--- config.mk ---
export PLATFORM = sky130hd
export DESIGN_NAME = commit_monitor
export DESIGN_NICKNAME = d
export VERILOG_FILES = /design/src/rtl/commit_monitor.sv
export SDC_FILE = /design/constraint.sdc
export NUM_CORES = 1
export LEC_CHECK = 0
export CORE_ASPECT_RATIO = 0.8
export CORE_MARGIN = 4
export CORE_UTILIZATION = 55
export CTS_BUF_LIST = sky130_fd_sc_hd__clkbuf_16
export DETAILED_ROUTE_END_ITERATION = 10
export PLACE_DENSITY = 0.86
export SYNTH_ARGS = -nofsm -noshare
export SYNTH_HDL_FRONTEND = slang
export SYNTH_SLANG_ARGS = --single-unit
--- constraint.sdc ---
create_clock -name clock -period 13.9 [get_ports clock]
set_input_delay 1.39 -clock clock [delete_from_list [all_inputs] [get_ports clock]]
set_output_delay 1.39 -clock clock [all_outputs]
set_load 0.05 [all_outputs]
--- src/rtl/commit_monitor.sv ---
// commit_monitor: watches the ROB commit port and keeps retired-instruction and cycle counters.
// It also runs a commit-stall watchdog and an optional retired-instruction limit, and it emits
// one-cycle report records for the bench printer and the finish logic.
// Optional feature macro: COMMIT_MON_IPC_EN adds window_instr_o, the number of instructions
// retired since the previous report.
module commit_monitor #(
  parameter int unsigned     COMMIT_WIDTH    = 6,
  parameter int unsigned     CNT_W           = 64,
  parameter int unsigned     STUCK_LIMIT     = 5000,
  parameter int unsigned     REPORT_INTERVAL = 10000,
  parameter longint unsigned MAX_INSTR       = 0
) (
  input  logic                    clock,
  input  logic                    reset,
  input  logic [COMMIT_WIDTH-1:0] commit_valid_i,
  input  logic                    commit_is_walk_i,
  output logic [CNT_W-1:0]        instr_count_o,
  output logic [CNT_W-1:0]        cycle_count_o,
  output logic [31:0]             stuck_timer_o,
  output logic [1:0]              state_o,
  output logic                    report_valid_o,
  output logic [1:0]              report_reason_o,
  output logic [CNT_W-1:0]        report_cycle_o,
  output logic [CNT_W-1:0]        report_instr_o
`ifdef COMMIT_MON_IPC_EN
  ,
  output logic [CNT_W-1:0]        window_instr_o
`endif
);

  localparam int unsigned EffW       = $clog2(COMMIT_WIDTH + 1);
  localparam logic [31:0] IvlReload  = 32'(REPORT_INTERVAL - 1);
  localparam logic [31:0] StuckLast  = 32'(STUCK_LIMIT - 1);
  localparam logic [1:0]  RsnPeriod  = 2'd0;
  localparam logic [1:0]  RsnStuck   = 2'd1;
  localparam logic [1:0]  RsnDone    = 2'd2;

  typedef enum logic [1:0] {
    StRun   = 2'd0,
    StStuck = 2'd1,
    StDone  = 2'd2
  } state_e;

  state_e           state_q;
  logic [CNT_W-1:0] instr_q, instr_d;
  logic [CNT_W-1:0] cycle_q, cycle_d;
  logic [31:0]      stuck_q, stuck_d;
  logic [31:0]      ivl_q;
  logic             rv_q;
  logic [1:0]       reason_q;
  logic [CNT_W-1:0] rcycle_q, rinstr_q;
`ifdef COMMIT_MON_IPC_EN
  logic [CNT_W-1:0] win_q, win_d, rwin_q;
`endif

  logic [EffW-1:0] eff;
  logic            has_commit, go_stuck, go_done, ivl_zero, report;

  // Popcount of the commit slots; a ROB walk retires nothing.
  always_comb begin
    eff = '0;
    if (!commit_is_walk_i) begin
      for (int i = 0; i < int'(COMMIT_WIDTH); i++) begin
        eff = eff + EffW'(commit_valid_i[i]);
      end
    end
  end

  // Next counter values and the transition and report decisions for a RUN cycle.
  always_comb begin
    has_commit = (eff != '0);
    instr_d    = instr_q + CNT_W'(eff);
    cycle_d    = cycle_q + CNT_W'(1);
    if (has_commit)            stuck_d = '0;
    else if (stuck_q == '1)    stuck_d = stuck_q;
    else                       stuck_d = stuck_q + 32'd1;
    go_stuck = !has_commit && (stuck_q == StuckLast);
    go_done  = (MAX_INSTR != 0) && has_commit && (instr_d >= CNT_W'(MAX_INSTR));
    ivl_zero = (ivl_q == '0);
    report   = go_stuck || go_done || ivl_zero;
`ifdef COMMIT_MON_IPC_EN
    win_d    = win_q + CNT_W'(eff);
`endif
  end

  // Single state register; counters only advance in RUN, and terminal states are sticky.
  always_ff @(posedge clock) begin
    if (reset) begin
      state_q  <= StRun;
      instr_q  <= '0;
      cycle_q  <= '0;
      stuck_q  <= '0;
      ivl_q    <= IvlReload;
      rv_q     <= 1'b0;
      reason_q <= RsnPeriod;
      rcycle_q <= '0;
      rinstr_q <= '0;
`ifdef COMMIT_MON_IPC_EN
      win_q    <= '0;
      rwin_q   <= '0;
`endif
    end else if (state_q == StRun) begin
      instr_q <= instr_d;
      cycle_q <= cycle_d;
      stuck_q <= stuck_d;
      ivl_q   <= ivl_zero ? IvlReload : ivl_q - 32'd1;
      rv_q    <= report;
      if (go_stuck)     state_q <= StStuck;
      else if (go_done) state_q <= StDone;
      // A terminal report takes precedence over a coinciding periodic one.
      if (report) begin
        reason_q <= go_stuck ? RsnStuck : (go_done ? RsnDone : RsnPeriod);
        rcycle_q <= cycle_d;
        rinstr_q <= instr_d;
      end
`ifdef COMMIT_MON_IPC_EN
      if (report) begin
        rwin_q <= win_d;
        win_q  <= '0;
      end else begin
        win_q  <= win_d;
      end
`endif
    end else begin
      rv_q <= 1'b0;
    end
  end

  assign instr_count_o   = instr_q;
  assign cycle_count_o   = cycle_q;
  assign stuck_timer_o   = stuck_q;
  assign state_o         = state_q;
  assign report_valid_o  = rv_q;
  assign report_reason_o = reason_q;
  assign report_cycle_o  = rcycle_q;
  assign report_instr_o  = rinstr_q;
`ifdef COMMIT_MON_IPC_EN
  assign window_instr_o  = rwin_q;
`endif

endmodule

# Word-level counts from Yosys, hierarchy flattened
# Index checks and enable logic that the tools add are counted.
# op_classes
eq_ne	3
mux	5
n_bitwise	1
div	0
n_addsub	9
reduce_logical	10
order_cmp	0
mul	0
n_shift	0
# op_table
op	n
$mux 32	3
$add 64x1->64 const B	1
$add 64x3->64	1
$add 32x1->32 const B	1
$eq 32x13->1 const B	1
$eq 32x32->1 const B	1
$logic_not 32->1	1
$sub 32x1->32 const B	1
$add 3x1->3	3
$reduce_and 2->1	3
$add 2x1->3	1
$mux 3	1
$reduce_bool 3->1	1
$add 1x1->2	1
$logic_not 2->1	1
$ne 2x2->1 const B	1
$reduce_or 2->1	1
$logic_and 1x1->1	1
$logic_not 1->1	1
$logic_or 1x1->1	1
$mux 1	1
$not 1->1	1
# totals
mem_bits_rw	0
wordCells	37
in_bits	9
latch_bits	0
romBits	0
out_inout_bits	293
memories	0
regBits	324

# Depth between registers and ports, before layout
# Gate-level depths: netlist of run 1.
# logic_depth
depth_word	11
depth_mapped	18
depth_no_buf	16

# Worst setup path after synthesis of run 1
# OpenSTA, ideal clock, no wires.
# synth_path
path_type	in2reg
startpoint	input commit_valid_i[0]
endpoint	register instr_q[52] (netlist: instr_count_o[52])
slack_ns	8.169
required_ns	13.772
path_stages	16
setup_time_ns	0.128
arrival_ns	5.603
cell_sequence	fa_1 > inv_1 > fa_1 > inv_1 > ha_1 > inv_1 > fa_1 > or2_2 > fa_1 > nand2b_1 > a2111oi_1 > nand4_1 > clkbuf_1 > nor4_1 > xnor2_1 > nor2_1
# synth_between
elab_chain_len	7
# synth_rtl
item	line	source
start, declared	15	input logic [COMMIT_WIDTH-1:0] commit_valid_i,
$add 1x1->2	64	eff = eff + EffW'(commit_valid_i[i]);
$add 2x1->3	64	
$add 3x1->3 (3 in series)	64	
$mux 3	62	if (!commit_is_walk_i) begin
$add 64x3->64	72	instr_d = instr_q + CNT_W'(eff);
end signal, assigned	103	instr_q <= instr_d;
end, declared	45	logic [CNT_W-1:0] instr_q, instr_d;
# No other way between the ends.
# A chain may end at the register's enable or synchronous reset.

# Worst setup path in the final report of run 1
# layout_path
startpoint	input commit_valid_i[0]
endpoint	register instr_q[42] (netlist: instr_count_o[42])
# The elaborated chain is that of the path after synthesis.

==> results of run 1 <==
metal layers:
metal  vias to the layer above  GRT usage  wire, µm
met1                      7119      0.420     21000
met4                         0     0.0926      1490
met3                       114     0.0780      4870
met2                       765      0.438     21400
met5                         -          0         0
li1                       7002          -         -
power by group:
| part | switching [µW] | internal (µW) |
|---|---|---|
| combinational | 61.3 | 26.0 |
| sequential | 7.02 | 930 |
| clock | 380 | 513 |
| total | 449 | 1470 |
worst max-delay path, stage by stage:
cell and delay [ps]:
clkdlybuf4s50_1 430, fa_1 600, inv_1 60, fa_1 470
inv_1 40, ha_1 170, inv_1 70, fa_1 430
or2_2 330, fa_1 450, nand2b_1 200, a2111oi_2 880
nand2_1 460, nor3_1 400, xnor2_1 170, nor2_1 60
stage by stage:
| step | hold WS (ps) | setup WS (ps) | util | cells |
|---|---|---|---|---|
| after global routing | 485 | 7500 | 0.703 | 2505 |
| after floorplan | 436 | 8170 | - | 1906 |
| after CTS | 453 | 7750 | 0.703 | 2505 |
| after global placement | 442 | 7440 | 0.665 | 2445 |
| after detailed placement | 446 | 7220 | 0.665 | 2445 |
| final | 451 | 7660 | 0.703 | 2505 |
cell families after synthesis:
logic type | after synthesis | share of synthesized area
adders and majority gates | 12 | 0.0113
DFF | 323 | 0.404
and+or+nand+nor | 916 | 0.278
other | 1 | 0.000235
buffers and inverters | 169 | 0.0443
xor gates and xnor gates | 281 | 0.154
muxes | 7 | 0.00438
AOI/OAI and AO/OA | 196 | 0.103
worst max-delay path by stage:
stage / slack, ps / start / cells after the start / to
after floorplan: 8170 / commit_valid_i[0] / 16 / instr_count_o[52]
after global placement: 7440 / commit_valid_i[0] / 16 / instr_count_o[34]
after detailed placement: 7220 / commit_valid_i[0] / 16 / instr_count_o[42]
after CTS: 7750 / commit_valid_i[0] / 16 / instr_count_o[42]
after global routing: 7500 / commit_valid_i[0] / 16 / instr_count_o[22]
final: 7660 / commit_valid_i[0] / 16 / instr_count_o[42]
placed cells by master (no fill, tap or decap), types with 3 or more instances in the layout:
master / instances
nor4bb_1: 3
a21oi_1: 32
and3_1: 18
xnor2_1: 214
or2_2: 11
clkinv_2: 9
xor2_1: 67
nand4_1: 66
o21ai_0: 28
fa_1: 4
inv_1: 31
a211oi_2: 60
bufinv_16: 3
nor3_1: 109
or4_1: 17
nor2b_1: 7
clkinv_1: 8
a211oi_1: 63
mux2i_1: 7
and2_1: 3
buf_4: 11
nand3_1: 61
nor2_1: 378
and4_1: 15
nand2_1: 98
dfxtp_1: 322
nor4_1: 67
clkbuf_16: 35
clkdlybuf4s50_1: 298
or3_1: 46
ha_1: 8
nor4b_1: 4
registers in the layout, summed over array words and instances (netlist names):
signal and cells:
cycle_count_o 64, instr_count_o 64, report_cycle_o 64, report_instr_o 64, ivl_q 32, stuck_timer_o 32
report_reason_o 1, report_valid_o 1, state_o 1
final cells by class:
class	count	area (µm²)	area share
repair buffers	310	3080	0.154
well taps	370	463	0.0231
multi-input cells	1414	8830	0.441
inverters	28	105	0.00525
flip-flops and latches	323	6470	0.323
clock buffers	35	876	0.0438
clock inverters	25	194	0.00969
==> flow_summary.yaml, run 1 <==
run_status:
  status: "complete, no violations"
setup_path:
  cp-start-kind: "input port"
  end_kind: "flip-flop"
  r2r-end: "report_instr_o[0]"
  crit_fanout: 10
  rrSetupSlack_ps: 10020
  arrival_ps: 6620
  crit-reg2reg-launch: "ivl_q[14]"
  crit_type: "input port to flip-flop"
  reg2regPathDepth: 7
  worstPathRequired_ps: 14280
cts:
  clk_latency_ps: 520
  clkSinkCount: 323
  ctsHoldBuffers: 0
  cts-resized-gates: 0
  cts_root_buf: "clkbuf_16"
  cts_setup_buffers: 0
  cts.clk_slew.worst_paths_ps: 60
  cts.path.max_buffers: 3
  cts_tree: "yes"
  htree_levels: 2
  cts_buffers: 34
drt:
  routed-via-count: 15000
  post-route-drc-count: 0
  drtIter0Drc: 1572
  totalWireLength_um: 48700
  via_per_inst: 5.99
  antenna_left: 0
  routedWlPerCell_um: 19.4
  drt-pass1-iter-count: 7
sta:
  maxSlewHeadroom: 0.245
  setup_viol_count_final: 0
  layout_min_cycle_time_ps: 6240
  fin_crit_sh: 0.449
  finalSetupTns_ps: 0
  worstMarginPinSlew_ps: 1110
  rsz0062_at_grt: "false"
  fmax_mhz: 160
  slew_viol_final: 0
  finalHoldViolCount: 0
  skew_ps: 32.4
min_path:
  hold_start: "report_instr_o[61]"
  whs_path_depth: 2
  hp-class: "flip-flop to flip-flop"
  holdPathEnd: "report_instr_o[61]"
synthesis:
  synth_cells: 1905
  yosys-top-cells-count: "nor2_1 (378), dfxtp_1 (323), xnor2_1 (214)"
  ys.flop_type: "dfxtp_1"
  synth.most_common_cell: "nor2_1"
  synth_edf_count: 0
  yosysTopAreaCell: "dfxtp_1"
  ys_warn_count: 0
  synth-seq-cells: 323
  async_flop_share: 0
  synth.area.top_cells: "dfxtp_1 (40%), xnor2_1 (12%), nor2_1 (8.9%)"
  yosysUniqueCellTypes: 50
  synth_top_area_share: 0.404
  syn_area_um2: 16000
  syn_avg_cell_area_um2: 8.39
  synth.yosys.seq_area_share: 0.404
global_route:
  first_global_vias: 14400
  grt_max_degree: 97
  antenna_found_initial: 0
  grt_util_all_layers: 0.295
  grt_pass1_wl_um: 78200
  overflow: 0
die:
  start_util: 0.561
  fp.dieH_um: 160
  die_area_um2: 31900
  fp.dieW_um: 199
  io_pins: 302
  core_um2: 28500
  row_count: 55
final_layout:
  final_area_um2: 20000
  nFillCells: 2173
  area_growth_pct: 25.2
  drive_above_1_share: 0.0660
  diodes: 0
  final_nets: 2132
power:
  ir_drop_mv: 0.0831
  power_uw: 1920
  leakage_uw: 0.00584
  pwr_density_cell_nw_per_um2: 95.8
place:
  place_congestion: 0.989
  io_buffers: 299
  hpwl_um: 33500
  placed_area_um2: 18900
run:
  cap_violations: 0
Note: power is estimated with default switching activity, not from simulation.
==> inputs of run 2 (changes only) <==
--- a/config.mk
+++ b/config.mk
@@ -7,10 +7,10 @@
 export LEC_CHECK = 0
 export CORE_ASPECT_RATIO = 0.8
 export CORE_MARGIN = 4
-export CORE_UTILIZATION = 55
+export CORE_UTILIZATION = 53
 export CTS_BUF_LIST = sky130_fd_sc_hd__clkbuf_16
 export DETAILED_ROUTE_END_ITERATION = 10
-export PLACE_DENSITY = 0.86
+export PLACE_DENSITY = 0.83
 export SYNTH_ARGS = -nofsm -noshare
 export SYNTH_HDL_FRONTEND = slang
 export SYNTH_SLANG_ARGS = --single-unit
==> constraint.sdc (replaced) <==
create_clock -name clock -period 6.3 [get_ports clock]
set_input_delay 0.63 -clock clock [delete_from_list [all_inputs] [get_ports clock]]
set_output_delay 0.63 -clock clock [all_outputs]
set_load 0.05 [all_outputs]
==> run 2 against run 1 <==
Register-to-register slack worse by 7500 ps. First-iteration DRC count is 0.83% higher. Cell count grew 1.6%. Power grew 130%. Via count is 0.98% higher. Global-route usage shrank 0.98 points. Design area grew 0.74%. Largest power group is now clock.
==> flow_summary.yaml, run 2 (synthesized netlist as in run 1, its figures left out) <==
cts:
  htree_levels: 2
  clkSinkCount: 323
  cts_root_buf: "clkbuf_16"
  cts.clk_slew.worst_paths_ps: 60
  cts_setup_buffers: 0
  ctsHoldBuffers: 0
  clk_latency_ps: 540
  cts_tree: "yes"
  cts-resized-gates: 0
  cts.path.max_buffers: 3
  cts_buffers: 35
die:
  core_um2: 29500
  start_util: 0.542
  fp.dieW_um: 202
  row_count: 56
  fp.dieH_um: 163
  die_area_um2: 33000
  io_pins: 302
final_layout:
  area_growth_pct: 26.1
  diodes: 0
  final_nets: 2134
  nFillCells: 2318
  utilization: 0.684
  final_common_cell: "nor2_1"
  final_cell_mix: "nor2_1 (378), dfxtp_1 (322), clkdlybuf4s50_1 (298), xnor2_1 (214), nor3_1 (109)"
  drive_above_1_share: 0.0692
sta:
  finalHoldViolCount: 0
  rsz0062_at_grt: "false"
  fmax_mhz: 188
  skew_ps: 28.2
  finalSetupTns_ps: 0
  fin_crit_sh: 0.843
  worstMarginPinSlew_ps: 1250
  layout_min_cycle_time_ps: 5310
  maxSlewHeadroom: 0.162
  setup_viol_count_final: 0
  slew_viol_final: 0
power:
  leakage_uw: 0.00588
  pwr_density_cell_nw_per_um2: 216
  swShare: 0.239
  p_comb_frac: 0.044
  ir_drop_mv: 0.199
  p_sw_uw: 1040
  p_int_uw: 3320
  clkPwrFrac: 0.481
  power_frac_seq: 0.474
drt:
  antenna_left: 0
  via_per_inst: 5.95
  routed-via-count: 15100
  routedWlPerCell_um: 19.3
  post-route-drc-count: 0
  totalWireLength_um: 49100
  drt-pass1-iter-count: 7
  drtIter0Drc: 1585
global_route:
  grt_max_degree: 100
  antenna_found_initial: 0
  grt_busiest_layer: "met2"
  first_global_vias: 14300
  overflow: 0
  use_met2: 0.434
  grt_pass1_wl_um: 78100
  met3_usage: 0.0748
  grt_util_all_layers: 0.285
  met1_usage: 0.399
setup_path:
  arrival_ps: 5680
  worstPathRequired_ps: 6670
  cp-start-kind: "input port"
  end_kind: "flip-flop"
  crit_fanout: 14
  crit_type: "input port to flip-flop"
run:
  cap_violations: 0
min_path:
  hp-class: "flip-flop to flip-flop"
place:
  place_congestion: 0.944
  hpwl_um: 34000
  io_buffers: 299
run_status:
  status: "complete, no violations"
-- run 2: cell types whose count changed in the layout (fill, tap and decap cells not counted), sizes merged --
| cell | delta |
|---|---|
| inv | +1 |
| bufinv | +1 |
| clkbuf | +1 |
| buf | +1 |
| clkinvlp | +2 |
| clkinv | -1 |
-- run 2: through the flow --
stage	setup slack, ps	cell area [µm²]	cells	total power, µW	hold slack [ps]
floorplan	1330	16000	1906	2250	436
global placement	605	19000	2482	2300	446
detailed placement	511	19000	2482	2310	451
CTS	1020	20200	2546	4380	457
global route	740	20200	2546	4480	497
finish	990	20200	2546	4360	455
-- run 2: per-layer routing --
metal | wire length (µm) | part of all wire | vias up
li1 | - | - | 7024
met1 | 21300 | 0.43 | 7248
met2 | 21400 | 0.44 | 752
met3 | 4840 | 0.099 | 123
met4 | 1530 | 0.031 | 0
met5 | 0 | 0 | -
-- run 2: final cells by class --
type | instances | area, µm² | area share
multi-input cells | 1414 | 8830 | 0.438
clock inverters | 28 | 253 | 0.0125
inverters | 28 | 105 | 0.00521
well taps | 406 | 508 | 0.0252
repair buffers | 311 | 3100 | 0.154
flip-flops and latches | 323 | 6470 | 0.321
clock buffers | 36 | 901 | 0.0447
-- run 2: final timing paths --
check | end | depth (start not counted) | slack, ps | from
worst max-delay path | instr_count_o[52] | 17 | 990 | commit_valid_i[0]
worst min-delay path | report_instr_o[61] | 2 | 450 | report_instr_o[61]
worst max register to register | instr_count_o[49] | 6 | 2480 | instr_count_o[3]
worst min register to register | report_instr_o[61] | 2 | 450 | report_instr_o[61]
-- run 2: power by group through the flow --
stage / clock network, µW / logic, µW / registers, µW
after global placement: 0 / 190 / 2110
after detailed placement: 0 / 193 / 2110
after floorplan: 0 / 103 / 2140
after CTS: 2120 / 194 / 2070
final: 2100 / 194 / 2070
after global routing: 2200 / 210 / 2070
-- run 2: critical path, stage by stage --
cell	delay (ps)
clkdlybuf4s50_1	430
fa_1	560
inv_1	60
fa_1	470
inv_1	50
ha_1	170
inv_1	60
fa_1	410
or2_2	310
fa_1	460
nand2b_1	200
a2111oi_1	430
buf_4	210
nand4_1	520
nor4_1	480
xnor2_1	170
nor2_1	50
